**config.mk**
```make
export PLATFORM = sky130hd
export DESIGN_NAME = change_return_sequencer_flat
export DESIGN_NICKNAME = d
export VERILOG_FILES = /design/src/rtl/change_return_sequencer_if.sv /design/src/rtl/change_return_sequencer.sv /design/src/flat_wrapper.sv
export SDC_FILE = /design/constraint.sdc
export NUM_CORES = 1
export LEC_CHECK = 0
export BUFFER_PORTS_ARGS = -buffer_cell sky130_fd_sc_hd__clkbuf_2
export CORE_MARGIN = 2
export CORE_UTILIZATION = 38
export DETAILED_ROUTE_END_ITERATION = 7
export GPL_ROUTABILITY_DRIVEN = 0
export PLACE_DENSITY_LB_ADDON = 0.1
export SYNTH_ARGS = -nofsm -noshare
export SYNTH_HDL_FRONTEND = slang
export SYNTH_SLANG_ARGS = --single-unit
```
**constraint.sdc**
```tcl
create_clock -name clk -period 4.1 [get_ports clk]
set_clock_uncertainty 0.05 [all_clocks]
set_input_delay 0.82 -clock clk [delete_from_list [all_inputs] [get_ports clk]]
set_output_delay 0.82 -clock clk [all_outputs]
set_load 0.01 [all_outputs]
```
**src/rtl/change_return_sequencer_if.sv**
```systemverilog
// Handshake bundle between the timer/total stage and the change-return sequencer.
// The master side drives the return request, timer value and balance.
interface change_return_sequencer_if #(
    parameter int kNumCoins = 3
);
    logic                 i_trigger_return;
    logic [31:0]          wait_time;
    logic [31:0]          i_balance;
    logic                 o_clear_total;
    logic [kNumCoins-1:0] o_return_coin;
    logic                 o_busy;
    logic                 o_done;
    logic [31:0]          o_residual;

    modport master (
        output i_trigger_return, wait_time, i_balance,
        input  o_clear_total, o_return_coin, o_busy, o_done, o_residual
    );

    modport slave (
        input  i_trigger_return, wait_time, i_balance,
        output o_clear_total, o_return_coin, o_busy, o_done, o_residual
    );
endinterface

```
**src/rtl/change_return_sequencer.sv**
```systemverilog
// Latches the balance on a return request or timer expiry, then pays it back
// greedily (one coin per clock) and finishes with a done pulse carrying the residual.
module change_return_sequencer #(
    parameter int          kNumCoins = 3,
    parameter logic [31:0] COIN_VAL0 = 32'd100,
    parameter logic [31:0] COIN_VAL1 = 32'd500,
    parameter logic [31:0] COIN_VAL2 = 32'd1000
) (
    input logic                      clk,
    input logic                      reset_n,
    change_return_sequencer_if.slave bus
);
    typedef enum logic [1:0] {IDLE, PAY, DONE} state_t;

    state_t               state_q;
    logic [31:0]          rem_q;
    logic                 clear_q, busy_q, done_q;
    logic [kNumCoins-1:0] coin_q;
    logic [31:0]          residual_q;

    function automatic logic [31:0] coin_val(input int k);
        case (k)
            0:       return COIN_VAL0;
            1:       return COIN_VAL1;
            default: return COIN_VAL2;
        endcase
    endfunction

    // A wrapped (negative) timer counts as expired.
    logic timeout, start;
    assign timeout = (bus.wait_time == 32'd0) || bus.wait_time[31];
    assign start   = (bus.i_trigger_return || timeout) && (bus.i_balance != 32'd0);

    // Ascending scan; the last coin that fits is the largest.
    logic                 fit;
    logic [kNumCoins-1:0] fit_oh;
    logic [31:0]          fit_val;
    always_comb begin
        fit     = 1'b0;
        fit_oh  = '0;
        fit_val = '0;
        for (int k = 0; k < kNumCoins; k++) begin
            if (coin_val(k) <= rem_q) begin
                fit       = 1'b1;
                fit_oh    = '0;
                fit_oh[k] = 1'b1;
                fit_val   = coin_val(k);
            end
        end
    end

    always_ff @(posedge clk) begin
        if (!reset_n) begin
            state_q    <= IDLE;
            rem_q      <= '0;
            clear_q    <= 1'b0;
            coin_q     <= '0;
            busy_q     <= 1'b0;
            done_q     <= 1'b0;
            residual_q <= '0;
        end else begin
            case (state_q)
                IDLE: begin
                    coin_q <= '0;
                    done_q <= 1'b0;
                    if (start) begin
                        rem_q   <= bus.i_balance;
                        clear_q <= 1'b1;
                        busy_q  <= 1'b1;
                        state_q <= PAY;
                    end else begin
                        clear_q <= 1'b0;
                        busy_q  <= 1'b0;
                    end
                end
                PAY: begin
                    clear_q <= 1'b0;
                    if (fit) begin
                        coin_q <= fit_oh;
                        rem_q  <= rem_q - fit_val;
                    end else begin
                        coin_q     <= '0;
                        residual_q <= rem_q;
                        done_q     <= 1'b1;
                        state_q    <= DONE;
                    end
                end
                DONE: begin
                    done_q  <= 1'b0;
                    busy_q  <= 1'b0;
                    state_q <= IDLE;
                end
                default: begin
                    state_q <= IDLE;
                    busy_q  <= 1'b0;
                end
            endcase
        end
    end

    assign bus.o_clear_total = clear_q;
    assign bus.o_return_coin = coin_q;
    assign bus.o_busy        = busy_q;
    assign bus.o_done        = done_q;
    assign bus.o_residual    = residual_q;
endmodule

```
**src/flat_wrapper.sv**
```systemverilog
// flat-port wrapper written by rule: the top's interface ports become plain ports
module change_return_sequencer_flat 
#(
    parameter int          kNumCoins = 3,
    parameter logic [31:0] COIN_VAL0 = 32'd100,
    parameter logic [31:0] COIN_VAL1 = 32'd500,
    parameter logic [31:0] COIN_VAL2 = 32'd1000
)
  (clk, reset_n, bus_i_trigger_return, bus_wait_time, bus_i_balance, bus_o_clear_total, bus_o_return_coin, bus_o_busy, bus_o_done, bus_o_residual);
  change_return_sequencer_if #(.kNumCoins(kNumCoins)) bus_i ();
  input logic clk;
  input logic reset_n;
  input wire logic [$bits(bus_i.i_trigger_return)-1:0] bus_i_trigger_return;
  input wire logic [$bits(bus_i.wait_time)-1:0] bus_wait_time;
  input wire logic [$bits(bus_i.i_balance)-1:0] bus_i_balance;
  output wire logic [$bits(bus_i.o_clear_total)-1:0] bus_o_clear_total;
  output wire logic [$bits(bus_i.o_return_coin)-1:0] bus_o_return_coin;
  output wire logic [$bits(bus_i.o_busy)-1:0] bus_o_busy;
  output wire logic [$bits(bus_i.o_done)-1:0] bus_o_done;
  output wire logic [$bits(bus_i.o_residual)-1:0] bus_o_residual;
  assign bus_i.i_trigger_return = bus_i_trigger_return;
  assign bus_i.wait_time = bus_wait_time;
  assign bus_i.i_balance = bus_i_balance;
  assign bus_o_clear_total = bus_i.o_clear_total;
  assign bus_o_return_coin = bus_i.o_return_coin;
  assign bus_o_busy = bus_i.o_busy;
  assign bus_o_done = bus_i.o_done;
  assign bus_o_residual = bus_i.o_residual;
  change_return_sequencer #(.kNumCoins(kNumCoins), .COIN_VAL0(COIN_VAL0), .COIN_VAL1(COIN_VAL1), .COIN_VAL2(COIN_VAL2)) u_core (.clk(clk), .reset_n(reset_n), .bus(bus_i));
endmodule
```
# ---- Word level (Yosys, flattened, before mapping)
# Cells that the tools add are included.
dict set report totals {
  regBits 72
  inputBits 67
  out_inout_bits 38
}
dict set report op_classes {
  n_addsub 1
  magnitude_cmp 3
  n_eq_ne 5
  muxes 22
  n_bitwise 1
  reduce_logical 13
}
# cell n
set op_table {}
lappend op_table {{2-to-1 mux 32 bit} 2}
lappend op_table {{case mux 32 bit (2 select lines)} 1}
lappend op_table {{<= comparator 10 x 32 -> 1 bit (first input constant)} 1}
lappend op_table {{<= comparator 7 x 32 -> 1 bit (first input constant)} 1}
lappend op_table {{<= comparator 9 x 32 -> 1 bit (first input constant)} 1}
lappend op_table {{logical NOT 32 bit} 1}
lappend op_table {{nonzero test 32 bit} 1}
lappend op_table {{subtractor 32 x 10 -> 32 bit} 1}
lappend op_table {{2-to-1 mux 10 bit} 1}
lappend op_table {{2-to-1 mux 9 bit} 1}
lappend op_table {{2-to-1 mux 7 bit} 1}
lappend op_table {{2-to-1 mux 1 bit} 6}
lappend op_table {{2-to-1 mux 2 bit} 3}
lappend op_table {{2-to-1 mux 3 bit} 2}
lappend op_table {{case mux 1 bit (2 select lines)} 3}
lappend op_table {{case mux 3 bit (2 select lines)} 1}
lappend op_table {{AND reduction 2 bit} 3}
lappend op_table {{inequality test 2 x 1 -> 1 bit (second input constant)} 2}
lappend op_table {{case mux 2 bit (2 select lines)} 1}
lappend op_table {{nonzero test 2 bit} 2}
lappend op_table {{AND reduction 3 bit} 1}
lappend op_table {{equality test 2 x 1 -> 1 bit (second input constant)} 1}
lappend op_table {{equality test 2 bit (second input constant)} 1}
lappend op_table {{logical NOT 2 bit} 1}
lappend op_table {{5 further kinds} 6}

# ---- Longest topological paths before layout
dict set report logic_depth {
  ltp_word 7
  ltp_mapped 16
  mapped_depth_nobuf 14
}

# ---- Least setup slack after synthesis
# Ideal clock, no wire load.
dict set report synth_timing {
  kind {register to register}
  startpoint {register u_core.rem_q[23]}
  endpoint {register u_core.rem_q[12]}
  t_arrival_ns 3.944
  t_required_ns 3.976
  setup_slack_ns 0.031
  stages_incl_launch_ff 17
  n_path_buf 2
  cell_sequence {dfxtp_1 > or4_1 > clkbuf_1 > or2_2 > nand3b_1 > nor3_1 > inv_1 > nor2_1 > ha_1 > fa_1 > nor2b_1 > o31a_1 > o21ba_2 > clkbuf_1 > or4_1 > or3_1 > a31oi_1}
}
dict set report synth_via {
  elab_chain_cells 7
  elab_cells_between_ends 14
  cone_classes {1 x add/sub; 3 x order compare; 1 x eq/ne; 8 x mux; 1 x reduce/logical}
}
# item line_no
set synth_lines {}
lappend synth_lines {{start, declared} change_return_sequencer.sv:16} ;# logic [31:0] rem_q;
lappend synth_lines {{start signal, assigned} change_return_sequencer.sv:67} ;# rem_q <= bus.i_balance;
lappend synth_lines {{start signal, assigned} change_return_sequencer.sv:80} ;# rem_q <= rem_q - fit_val;
lappend synth_lines {{<= comparator 7 x 32 -> 1 bit} change_return_sequencer.sv:43} ;# if (coin_val(k) <= rem_q) begin
lappend synth_lines {{2-to-1 mux 7 bit} change_return_sequencer.sv:43}
lappend synth_lines {{2-to-1 mux 9 bit} change_return_sequencer.sv:43}
lappend synth_lines {{2-to-1 mux 10 bit} change_return_sequencer.sv:43}
lappend synth_lines {{subtractor 32 x 10 -> 32 bit} change_return_sequencer.sv:80}
lappend synth_lines {{2-to-1 mux 32 bit} change_return_sequencer.sv:78} ;# if (fit) begin
lappend synth_lines {{case mux 32 bit (2 select lines)} change_return_sequencer.sv:62} ;# case (state_q)
# Several ways; a longest one is shown, not always the timed one. The select of a mux whose other input is x is not followed.
# A chain may end at the register's enable or synchronous reset.

# ---- Worst setup path in the final report
dict set report layout_timing {
  startpoint {register u_core.rem_q[23]}
  endpoint {register u_core.rem_q[24]}
}
# The elaborated chain is that of the path after synthesis.

==> results by group <==
Outcome
  – Outcome: completed

Yosys
  – Seq/Total Area, Yosys: 37.29%
  – Share of synthesized flip-flops with an asynchronous set or reset: 0%
  – Cell count after synthesis: 447
  – Yosys warning count: 0
  – Distinct cells, synth: 58
  – Top cell type's share of synthesized area: 37.29%
  – Top post-synthesis cells by area: sky130_fd_sc_hd__dfxtp_1, sky130_fd_sc_hd__o21ai_0, sky130_fd_sc_hd__and2_1
  – Net Count, Synth: 523
  – Number of enable-type register cells in the synthesized netlist: 0
  – Number of synthesized register bits: 72
  – Library cell with the largest summed area after synthesis: sky130_fd_sc_hd__dfxtp_1
  – Most common cell in the netlist: sky130_fd_sc_hd__dfxtp_1
  – Post-Synthesis Cell Area: 3865 sq um
  – Commonest cells in the netlist: sky130_fd_sc_hd__dfxtp_1, sky130_fd_sc_hd__o21ai_0, sky130_fd_sc_hd__and2_1
  – Synthesized area per cell: 8.646 sq um
  – Commonest register cell after synthesis: sky130_fd_sc_hd__dfxtp_1

Global routing
  – Via count of the first global-routing pass: 3676
  – First-pass GRT wire length: 18750 microns
  – Total congestion overflow after global routing: 0
  – Pin count of the biggest net entering global routing: 51
  – Number of antenna violations at the first check in global routing: 0
  – Overall routing resource usage: 21.27%

Min path
  – Hold path cells: 1
  – Worst Hold Class: flop to flop

Power and ir drop
  – Cell internal pwr: 1.235 mW
  – Clock share of power: 32.7%
  – Part of the power in combinational logic: 23.9%
  – Register share of total power: 43.4%
  – Sw Share: 32.63%
  – Total power density per cell area: 374.4 nW/um^2
  – Switching component of the power: 598.2 uW
  – Maximum vdd drop: 251.5 uV
  – Standby leakage power: 2.051 nW

STA
  – Setup-failing EPs final: 0
  – Timing-limited maximum frequency: 249.3 MHz
  – Fraction of the cycle the final worst path needs: 97.84%
  – Final hold violations: 0
  – Max transition margin: 31.24%
  – Number of pins with negative max-slew slack in the final report: 0
  – Least-Margin Pin Slew: 1.028 ns
  – Hold Slack: 0.4115 ns
  – Summed negative setup slack over all endpoints: 0 ns
  – Setup repair after global routing missed its margin: yes
  – Post-route minimum period: 4.012 ns

Place
  – Number of buffer cells added on primary ports: 104
  – Placed cell area: 4556 sq um
  – Estimated wirelength of the detail-placed design: 8000 microns

Worst setup path
  – Arrival time at the worst endpoint: 4.25 ns
  – Critical Setup Path Class: flop to flop
  – FF-to-FF path depth: 13
  – Crit path launch type: flop
  – Critical path required time: 4.34 ns
  – Peak fanout along the critical path: 6
  – Element type at the critical path end: flop

Route
  – DR vias/cell: 5.488
  – First-pass detailed-route iteration total: 4
  – Topmost layer with routed signal wires: met4
  – DRC violations left: 0
  – Final wirelength: 11590 microns
  – Met2 wire length: 5468 microns
  – Sum of routed wire segments on met1: 5335 microns
  – Via count: 3836
  – Total met3 wirelength after detailed routing: 570 microns
  – Routed len/inst: 16.58 microns
  – Final antenna-violating net count: 0
  – Violation count after the first detailed-route iteration: 184

Clock tree
  – TritonCTS clock tree: built
  – Clock sink count: 72
  – H-tree depth: 3
  – Clock latency of the later-clocked register in the worst-skew pair: 0.37 ns
  – Clock buffer count from CTS: 9
  – Clock Path Buffers: 2
  – Clk Tree Root Cell: sky130_fd_sc_hd__clkbuf_8
  – Worst-path clk slew: 0.08 ns

Layout
  – Number of antenna repair diodes: 0
  – Layout Area Growth over Synthesis: 26.71%
  – Fraction of layout cells with a size suffix above 1: 32.69%
  – Number of filler cells placed in the layout: 1003
  – Layout net count: 637
  – Final Instance Area: 4897 sq um

Floorplanning
  – Count of boundary I/O pins: 105
  – Starting Density: 39.36%
  – Core area: 9819 sq um
  – Die ar.: 10990 sq um
  – Die width: 104.9 microns
  – Overall die height: 104.9 microns
  – Std cell rows: 36

Job
  – Max-cap violation count: 0
layout by cell type, fill, tap and decap left out, drive strengths merged, types with 3 or more instances in the layout:
master / instances
clkbuf: 113
dfxtp: 72
o21ai: 48
and2: 33
buf: 27
nand2: 25
nor2: 23
nor4: 23
nor2b: 16
nor3: 15
mux2i: 13
a31oi: 13
a21oi: 12
or4: 10
or3: 9
inv: 9
ha: 8
o21a: 7
o211ai: 7
nand4: 6
nand3b: 6
nand2b: 6
a211oi: 6
o211a: 6
nand3: 5
o31a: 3
a31o: 3
and3: 3
o41ai: 3
o311ai: 3
o221a: 3
a21boi: 3
or2: 3
clkinv: 3
registers in the layout, indices dropped and copies added, names as in the netlist:
signal / cells
u_core.bus.o_residual: 32
u_core.rem_q: 32
u_core.bus.o_return_coin: 3
u_core.bus.o_clear_total: 1
u_core.state_q: 2
u_core.bus.o_busy: 1
u_core.bus.o_done: 1
what timing repair did:
item	in CTS	in global routing
resized for setup	0	22
hold buffers	0	0
endpoints found under the setup margin	0	9
setup buffers	0	10
cell families (layout without fill, tap and decap cells):
group | Yosys count | in the layout | share of synthesized area (%)
adder cells (fa/ha/maj) | 9 | 9 | 3.108
flip-flops | 72 | 72 | 37.29
AO/OA/AOI/OAI | 130 | 130 | 22.56
AND/OR/NAND/NOR | 188 | 188 | 29.36
XOR/XNOR | 1 | 1 | 0.2267
buffers and inverters | 34 | 153 | 4.079
multiplexers | 13 | 13 | 3.367
power groups by stage:
| stage | Clock [mW] | Sequential (mW) | Combinational, mW |
|---|---|---|---|
| 2_1_floorplan | 0 | 0.797 | 0.269 |
| 3_3_place_gp | 0 | 0.808 | 0.387 |
| 3_5_place_dp | 0 | 0.809 | 0.391 |
| 4_1_cts | 0.615 | 0.793 | 0.393 |
| 5_1_grt | 0.645 | 0.803 | 0.482 |
| 6_report | 0.599 | 0.796 | 0.438 |
cell type report:
type	count	area, sq um	area share (%)
Sequential cell	72	1454	29.69
Timing Repair Buffer	131	735.7	15.02
Inverter	6	22.52	0.4599
Tap cell	133	166.4	3.398
Multi-Input combinational cell	341	2317	47.32
Clock inverter	7	77.57	1.584
Clock buffer	9	123.9	2.529
path summary, 6_finish.rpt:
check | startpoint | endpoint | slack, ns
worst max-delay path | u_core.rem_q[23] | u_core.rem_q[24] | 0.09
worst min-delay path | u_core.bus.o_residual[8] | u_core.bus.o_residual[8] | 0.41
worst max register to register | u_core.rem_q[23] | u_core.rem_q[24] | 0.09
worst min register to register | u_core.bus.o_residual[8] | u_core.bus.o_residual[8] | 0.41
per-layer routing:
| metal | track usage, % | vias to the layer above |
|---|---|---|
| li1 | - | 1915 |
| met4 | 7.905 | 0 |
| met3 | 6.675 | 17 |
| met5 | 0 | - |
| met2 | 32.98 | 84 |
| met1 | 27.66 | 1820 |
critical path, stage by stage, from the launching register on:
cell,delay (ns)
sky130_fd_sc_hd__dfxtp_4,0.35
sky130_fd_sc_hd__or4_4,0.55
sky130_fd_sc_hd__or2_4,0.26
sky130_fd_sc_hd__nand3b_1,0.17
sky130_fd_sc_hd__nor3_1,0.19
sky130_fd_sc_hd__buf_4,0.17
sky130_fd_sc_hd__o21ai_0,0.10
sky130_fd_sc_hd__ha_1,0.33
sky130_fd_sc_hd__nor2b_2,0.19
sky130_fd_sc_hd__o2111a_1,0.27
sky130_fd_sc_hd__o311a_1,0.36
sky130_fd_sc_hd__or3_4,0.38
sky130_fd_sc_hd__or4_1,0.40
sky130_fd_sc_hd__a31oi_1,0.16
through the flow:
stage | instances | util [%] | power (mW) | setup WS, ns
after floorplan | 447 | - | 1.066 | 0.03134
after global placement | 673 | 46.39 | 1.195 | 0.1275
after detailed placement | 673 | 46.39 | 1.200 | 0.03544
after CTS | 689 | 48.45 | 1.801 | 0.008297
after global routing | 699 | 49.87 | 1.930 | -0.01381
final | 699 | 49.87 | 1.833 | 0.08844
No activity file was read; power rests on OpenSTA's default activity.
